--- config.mk ---
export PLATFORM = sky130hd
export DESIGN_NAME = rf_writeback_unit
export DESIGN_NICKNAME = d
export VERILOG_FILES = /design/src/rtl/rf_pkg.sv /design/src/rtl/wb_fifo.sv /design/src/rtl/rf_writeback_unit.sv
export SDC_FILE = /design/constraint.sdc
export NUM_CORES = 1
export LEC_CHECK = 0
export ABC_AREA = 0
export BUFFER_PORTS_ARGS = -buffer_cell sky130_fd_sc_hd__buf_4
export CORE_UTILIZATION = 25
export DETAILED_ROUTE_END_ITERATION = 10
export PLACE_DENSITY_LB_ADDON = 0.1
export SETUP_SLACK_MARGIN = 0.02
export SYNTH_ARGS = -nofsm -noshare
export SYNTH_HDL_FRONTEND = slang
export SYNTH_HIERARCHICAL = 1
export SYNTH_SLANG_ARGS = --single-unit
export TNS_END_PERCENT = 10
--- constraint.sdc ---
create_clock -name CLK -period 6.3 [get_ports CLK]
set_input_delay 1.575 -clock CLK [delete_from_list [all_inputs] [get_ports CLK]]
set_output_delay 1.575 -clock CLK [all_outputs]
set_load 0.02 [all_outputs]
--- src/rtl/rf_pkg.sv ---
// Shared register-file constants and the writeback entry record.
package rf_pkg;
  localparam int RF_ADDR_W   = 4;
  localparam int RF_DATA_W   = 32;
  localparam int RF_NUM_REGS = 16;

  typedef struct packed {
    logic [RF_ADDR_W-1:0] addr;
    logic [RF_DATA_W-1:0] data;
  } wb_entry_t;
endpackage

--- src/rtl/wb_fifo.sv ---
// Dual-push / single-pop circular buffer of writeback entries.
// With RF_WB_COALESCE_EN it also exposes the tail address and a tail-data overwrite port.
module wb_fifo
  import rf_pkg::*;
#(
  parameter  int DEPTH = 4,
  localparam int PW    = $clog2(DEPTH),
  localparam int CW    = PW + 1
) (
  input  logic                              clk,
  input  logic                              rst_n,
  input  logic                              push0_i,
  input  wb_entry_t                         din0_i,
  input  logic                              push1_i,
  input  wb_entry_t                         din1_i,
  input  logic                              pop_i,
`ifdef RF_WB_COALESCE_EN
  input  logic                              ovr_i,
  input  logic [RF_DATA_W-1:0]              ovr_data_i,
  output logic [RF_ADDR_W-1:0]              tail_addr_o,
`endif
  output wb_entry_t                         head_o,
  output logic [CW-1:0]                     count_o,
  output logic [DEPTH-1:0]                  vld_o,
  output logic [DEPTH-1:0][RF_ADDR_W-1:0]   addr_o
);
  wb_entry_t        mem_q [DEPTH];
  logic [PW-1:0]    rptr_q, wptr_q, wptr1;
  logic [CW-1:0]    cnt_q;
  logic [DEPTH-1:0] vld_q;
  logic [1:0]       npush;

  assign npush = {1'b0, push0_i} + {1'b0, push1_i};
  assign wptr1 = wptr_q + PW'(1);

  always_ff @(posedge clk or negedge rst_n) begin
    if (!rst_n) begin
      rptr_q <= '0;
      wptr_q <= '0;
      cnt_q  <= '0;
      vld_q  <= '0;
    end else begin
      if (pop_i) begin
        vld_q[rptr_q] <= 1'b0;
        rptr_q        <= rptr_q + PW'(1);
      end
      // Pushes after the pop so a full-with-pop-and-push slot ends up valid.
      if (push0_i) vld_q[wptr_q] <= 1'b1;
      if (push1_i) vld_q[wptr1]  <= 1'b1;
      wptr_q <= wptr_q + PW'(npush);
      cnt_q  <= cnt_q + CW'(npush) - CW'(pop_i);
    end
  end

  always_ff @(posedge clk) begin
    if (push0_i) mem_q[wptr_q] <= din0_i;
    if (push1_i) mem_q[wptr1]  <= din1_i;
`ifdef RF_WB_COALESCE_EN
    if (ovr_i) mem_q[wptr_q - PW'(1)].data <= ovr_data_i;
`endif
  end

  assign head_o  = mem_q[rptr_q];
  assign count_o = cnt_q;
  assign vld_o   = vld_q;
`ifdef RF_WB_COALESCE_EN
  assign tail_addr_o = mem_q[wptr_q - PW'(1)].addr;
`endif

  always_comb begin
    addr_o = '0;
    for (int i = 0; i < DEPTH; i++) addr_o[i] = mem_q[i].addr;
  end

  a_no_overflow: assert property (@(posedge clk) disable iff (!rst_n)
    (int'(cnt_q) + int'(npush) - int'(pop_i)) <= DEPTH);
  a_no_underflow: assert property (@(posedge clk) disable iff (!rst_n)
    !(pop_i && cnt_q == '0));
endmodule

--- src/rtl/rf_writeback_unit.sv ---
// Register-file write initiator: arbitrates ALU (A) and load (B) writebacks into an
// in-order FIFO and issues one write per cycle. Optional macro: RF_WB_COALESCE_EN.
module rf_writeback_unit
  import rf_pkg::*;
#(
  parameter int DEPTH  = 4,
  parameter int DATA_W = RF_DATA_W,
  parameter int ADDR_W = RF_ADDR_W
) (
  input  logic                     CLK,
  input  logic                     RSTn,
  input  logic                     wr_a_valid,
  input  logic [ADDR_W-1:0]        wr_a_addr,
  input  logic [DATA_W-1:0]        wr_a_data,
  output logic                     wr_a_ready,
  input  logic                     wr_b_valid,
  input  logic [ADDR_W-1:0]        wr_b_addr,
  input  logic [DATA_W-1:0]        wr_b_data,
  output logic                     wr_b_ready,
  output logic [ADDR_W-1:0]        C,
  output logic [DATA_W-1:0]        PC,
  output logic                     RFLd,
  output logic [RF_NUM_REGS-1:0]   pending,
  output logic [$clog2(DEPTH):0]   wb_count
);
  localparam int CW = $clog2(DEPTH) + 1;

  logic [CW-1:0]                   cnt;
  logic                            acc_a, acc_b, pop;
  logic                            push0, push1;
  wb_entry_t                       ent_a, ent_b, din0, din1, head;
  logic [DEPTH-1:0]                f_vld;
  logic [DEPTH-1:0][RF_ADDR_W-1:0] f_addr;
  logic [ADDR_W-1:0]               c_q;
  logic [DATA_W-1:0]               pc_q;
  logic                            rfld_q;

  // Readiness uses the pre-edge count only; a same-cycle pop earns no credit.
  assign wr_b_ready = cnt < CW'(DEPTH);
  assign wr_a_ready = wr_b_valid ? (cnt <= CW'(DEPTH - 2)) : (cnt < CW'(DEPTH));
  assign acc_a      = wr_a_valid & wr_a_ready;
  assign acc_b      = wr_b_valid & wr_b_ready;
  assign pop        = cnt != '0;
  assign ent_a      = {wr_a_addr, wr_a_data};
  assign ent_b      = {wr_b_addr, wr_b_data};

`ifdef RF_WB_COALESCE_EN
  logic                 same_ab, have1, have2, ovr;
  logic [RF_ADDR_W-1:0] tail_addr;
  wb_entry_t            e1;

  // The load is older, so a same-register pair collapses to one entry carrying A's data.
  assign same_ab = acc_a & acc_b & (wr_a_addr == wr_b_addr);
  assign have1   = acc_a | acc_b;
  assign have2   = acc_a & acc_b & ~same_ab;
  assign e1      = acc_b ? {wr_b_addr, (same_ab ? wr_a_data : wr_b_data)} : ent_a;
  // With one entry the tail is the head being popped this edge, so only count>=2 merges.
  assign ovr     = have1 & (cnt >= CW'(2)) & (tail_addr == e1.addr);
  assign push0   = ovr ? have2 : have1;
  assign din0    = ovr ? ent_a : e1;
  assign push1   = ~ovr & have2;
  assign din1    = ent_a;
`else
  assign push0 = acc_a | acc_b;
  assign din0  = acc_b ? ent_b : ent_a;
  assign push1 = acc_a & acc_b;
  assign din1  = ent_a;
`endif

  wb_fifo #(.DEPTH(DEPTH)) u_fifo (
    .clk        (CLK),
    .rst_n      (RSTn),
    .push0_i    (push0),
    .din0_i     (din0),
    .push1_i    (push1),
    .din1_i     (din1),
    .pop_i      (pop),
`ifdef RF_WB_COALESCE_EN
    .ovr_i      (ovr),
    .ovr_data_i (e1.data),
    .tail_addr_o(tail_addr),
`endif
    .head_o     (head),
    .count_o    (cnt),
    .vld_o      (f_vld),
    .addr_o     (f_addr)
  );

  always_ff @(posedge CLK or negedge RSTn) begin
    if (!RSTn) begin
      c_q    <= '0;
      pc_q   <= '0;
      rfld_q <= 1'b0;
    end else begin
      rfld_q <= pop;
      if (pop) begin
        c_q  <= head.addr;
        pc_q <= head.data;
      end
    end
  end

  always_comb begin
    pending = '0;
    for (int i = 0; i < DEPTH; i++)
      if (f_vld[i]) pending[f_addr[i]] = 1'b1;
    if (rfld_q) pending[c_q] = 1'b1;
  end

  assign C        = c_q;
  assign PC       = pc_q;
  assign RFLd     = rfld_q;
  assign wb_count = cnt;
endmodule

* Word-level counts from Yosys, hierarchy flattened
Memory sizes are Yosys's and may differ from the RTL's. A register that Yosys moved wholly into a read port is not among the register bits.
Cells that the tools add are included.
** Storage, ports and cells
- Word-level logic and storage cells :: 82
- ROM bits :: 0
- Memories :: 1
- Bits in writable memories :: 144
- Register bits :: 12
- Bits in latches :: 0
- Output and inout bits :: 58
** Cells by class
- Reductions and logical operators :: 10
- Multiply operators :: 0
- Muxes and demuxes :: 30
- Eq/ne operators :: 0
- Add/sub/neg operators :: 6
- Magnitude comparators :: 18
- Shift-type cells :: 0
- Divide/modulo/power cells :: 0
- Bitwise logic cells :: 12
** Memories
- u_fifo.mem_q :: words 4, width 36, rd ports 5, clocked after Yosys merged registers in 1, write ports 2, RTL line wb_fifo.sv:27 : wb_entry_t mem_q [DEPTH];
** Operator list (number)
- $mux W16 :: 5
- $or A16 B16 Y16 :: 4
- $mux W36 :: 1
- $lt A4 B5 Y1 const B :: 5
- $demux W1 S4 :: 5
- $ge A4 B1 Y1 const B :: 5
- $mux W1 :: 13
- $mux W4 :: 3
- $lt A2 B3 Y1 const B :: 3
- $logic_and A1 B1 Y1 :: 8
- $or A4 B4 Y4 :: 2
- $demux W1 S2 :: 3
- $ge A2 B1 Y1 const B :: 3
- $add A2 B1 Y2 const B :: 2
- $and A4 B4 Y4 :: 1
- $not A4 Y4 :: 1
- $add A3 B2 Y3 :: 1
- $and A1 B1 Y1 :: 3
- $le A3 B2 Y1 const B :: 1
- $lt A3 B3 Y1 const B :: 1
- $reduce_bool A3 Y1 :: 1
- $sub A3 B1 Y3 :: 1
- $add A1 B1 Y2 :: 1
- $add A2 B2 Y2 :: 1
- 2 further kinds :: 2

* Longest topological paths before layout
- Word-level depth :: 13
- Depth in mapped cells :: 11

* Cells and area by module
Netlist, hierarchy kept.
** Modules (own cells, without submodules)
- wb_fifo :: area each 7886.3 um^2, instances 1, seq. area each 4599.4 um^2, cells each 422
- rf_writeback_unit :: area each 2556.2 um^2, instances 1, seq. area each 925.9 um^2, cells each 243

* Worst setup path after synthesis
OpenSTA, ideal clock, no wires.
- Path kind :: input to register
- Start point :: in wr_b_valid
- End point :: mem u_fifo/mem_q[0][0] (netlist name), enable pin
- Setup slack :: 1379 ps
- Path buffers :: 0
- Arrival time :: 4442 ps
- Cell stages on the path :: 4
- Required time :: 5821 ps
- Cells stage by stage :: nor2_1 -> nor2_1 -> nand2b_1 -> o21ai_0
** RTL lines
- from (decl) :: RTL line rf_writeback_unit.sv:16 : input logic wr_b_valid,
- to (decl) :: RTL line wb_fifo.sv:27

==> run metrics <==
outcome=finished with violations; violated checks=DRC; Setup-failing EPs final=0; # nets final=between 800 and 900; Via density=4.61; Mapped Area=10,400 um^2; WS Path Type=input port to register; die area=roughly 43,000 um^2; total wire length=roughly 28 mm; min cycle time layout=approximately 3.8 ns; Final Hold Fails=0; Die Y=around 210 um; PnR Total Power=approximately 0.0057 W; final core occ=between 30% and 40%; grt ovf=0; Routability Congestion=0.896; Power Dens Cells=between 400 and 500 nW/um^2; Seq/Total Area, Yosys=52.9%; Max Slew Vio Count=0; placed cell count=roughly 1,300; TritonCTS buffer count=17; DP HPWL=about 17 mm; Avg Inst Size Synth=around 16 um^2; count leader, synth=mux2_2; CP Data Required Time=6.37 ns; input/output buffers=about 130; TritonCTS clock tree=done; Finished Layout Cells=around 1,300; Slew @ Worst Pin=~1.1 ns; maximum vdd ir drop=about 200 uV; multi-input logic area=~4500 um^2; CP Launch Type=input port; post-CTS setup buffers=0; later-pin clock latency in the skew report=around 0.44 ns; Cells after Synth=about 670; Fillers=between 4,000 and 5,000; area delta synth->final=19.1%; ant diodes=0; core box area=between 40,000 and 50,000 um^2; Synth Warn #=6; EDFF count, synth=144; DRC violations left=17; Vias=just over 6,000; Rows=74; I/O Pins=134; Iter 0 DRT Violations=~370; unrepaired setup endpoints after global routing=false; Fmax=around 270 MHz; worst path arrival time=3.82 ns; syn nets=between 700 and 800; Max Cap Viol=0; Post-synth top flop=edfxtp_1; Netlist cell types=43; flops & latches, synth=192; Hold Path Class=register to register; Antenna Violating Nets Remaining=0; Die X=roughly 210 um; share of cells above drive strength 1=~56%; vias in the first global route=6,516; Max H-tree Level=4; CTS resizes=0; cts hold-fix bufs=0; largest cells by area after synthesis=edfxtp_1 (41%), mux2_2 (19%), dfrtp_1 (12%), mux4_2 (7.8%), mux2_4 (5.9%); CTS max path bufs=2; Clock Skew=between 0.015 and 0.02 ns; GRT Overall Usage=a little over an eighth; share of the synthesized area in the top cell type=41.4%; slew margin rel.=between 20% and 30%; P_leak=4.67 nW; Synth async-reset ratio=between 20% and 30%; crit end category=register; period utilisation layout=slightly below 60%; Sink Count=192; antenna violations before repair=0; final setup TNS=0 ns; largest fanout on the critical path=38; largest net degree at the start of global routing=49; WL per Instance=roughly 21 um; Synth area leader=edfxtp_1; Register Area=approximately 5500 um^2; first-pass GRT wire length=41.8 mm; TritonRoute pass-1 iters=9; CTS Root Cell=clkbuf_16; top cells by count, synth=mux2_2 (173), edfxtp_1 (144), dfrtp_1 (48); Reg clk slew, reported paths=about 0.07 ns; Starting Density=about a quarter
[final cells by class]
| class | count | share of cell area [%] |
|---|---|---|
| inverters | 13 | 0.392 |
| flip-flops and latches | 192 | 44.5 |
| repair buffers | 142 | 8.57 |
| clock inverters | 14 | 1.56 |
| clock buffers | 18 | 3.53 |
| well taps | 532 | 5.35 |
| multi-input cells | 406 | 36.1 |
[worst max-delay path, stage by stage]
cell     delay [ns]
buf_4          0.13
a31oi_1        0.16
and3_1         0.43
nand3_4        0.71
o21ai_4        0.23
buf_4          0.55
[per-stage QoR]
step | hold WS, ns | area [um^2] | setup WS [ns]
finish | 0.509 | 12400 | 2.55
global placement | 0.491 | 11800 | 2.05
floorplan | 0.511 | 10400 | 1.38
CTS | 0.510 | 12400 | 2.47
detailed placement | 0.494 | 11800 | 2.00
global route | 0.532 | 12400 | 2.39
[final timing paths]
path | start | to | slack (ns) | cells after the start
max | wr_b_valid | u_fifo/mem_q[0][10] | 2.55 | 6
min | PC[8] | PC[8] | 0.51 | 1
max reg2reg | u_fifo/count_o[2] | u_fifo/mem_q[0][10] | 3.28 | 5
min reg2reg | PC[8] | PC[8] | 0.51 | 1
max in group asynchronous | RSTn | u_fifo/rptr_q[0] | 4.48 | 1
min in group asynchronous | RSTn | PC[13] | 1.21 | 1
[cells by family (layout without fill, tap and decap cells)]
family / count (synthesis) / in the layout / synth area share [%]
AO/OA/AOI/OAI: 34 / 34 / 2.32
XOR/XNOR: 5 / 5 / 0.419
adder cells (fa/ha/maj): 10 / 10 / 1.27
buffers and inverters: 67 / 187 / 4.58
flip-flops: 192 / 192 / 52.9
multiplexers: 253 / 253 / 32.6
AND/OR/NAND/NOR: 104 / 104 / 5.87
[cells in the final DEF, fill, tap and decap left out, types with 8 or more instances in the layout]
| master | instances |
|---|---|
| nand3_1 | 10 |
| nand2_1 | 8 |
| dfrtp_1 | 46 |
| mux2_2 | 173 |
| clkbuf_16 | 17 |
| nor2_1 | 15 |
| ha_1 | 9 |
| edfxtp_1 | 144 |
| inv_1 | 13 |
| mux4_2 | 36 |
| mux2_4 | 41 |
| nand3b_1 | 12 |
| nor3_1 | 9 |
| o22ai_1 | 18 |
| nand2b_1 | 18 |
| buf_4 | 142 |
| or3_1 | 9 |
[flip-flops by register name, indices dropped and copies added, names as in the netlist]
register / flops
RFLd: 1
u_fifo/vld_o: 4
PC: 32
C: 4
u_fifo/wptr_q: 2
u_fifo/rptr_q: 2
u_fifo/count_o: 3
u_fifo/mem_q: 144
[where the power goes]
| group | switching (W) | internal [W] |
|---|---|---|
| logic | 0.00118 | 0.00117 |
| clock network | 0.000522 | 0.000653 |
| registers | 0.000333 | 0.00189 |
| total | 0.00204 | 0.00371 |
[routing by layer]
layer	vias up	wire length, um	global-route usage (%)
met5	-	0	0
met4	0	346	3.39
met3	32	1080	2.24
met2	174	13600	22.3
met1	3075	12900	18.0
li1	2787	-	-
(Power assumes the default switching activity.)
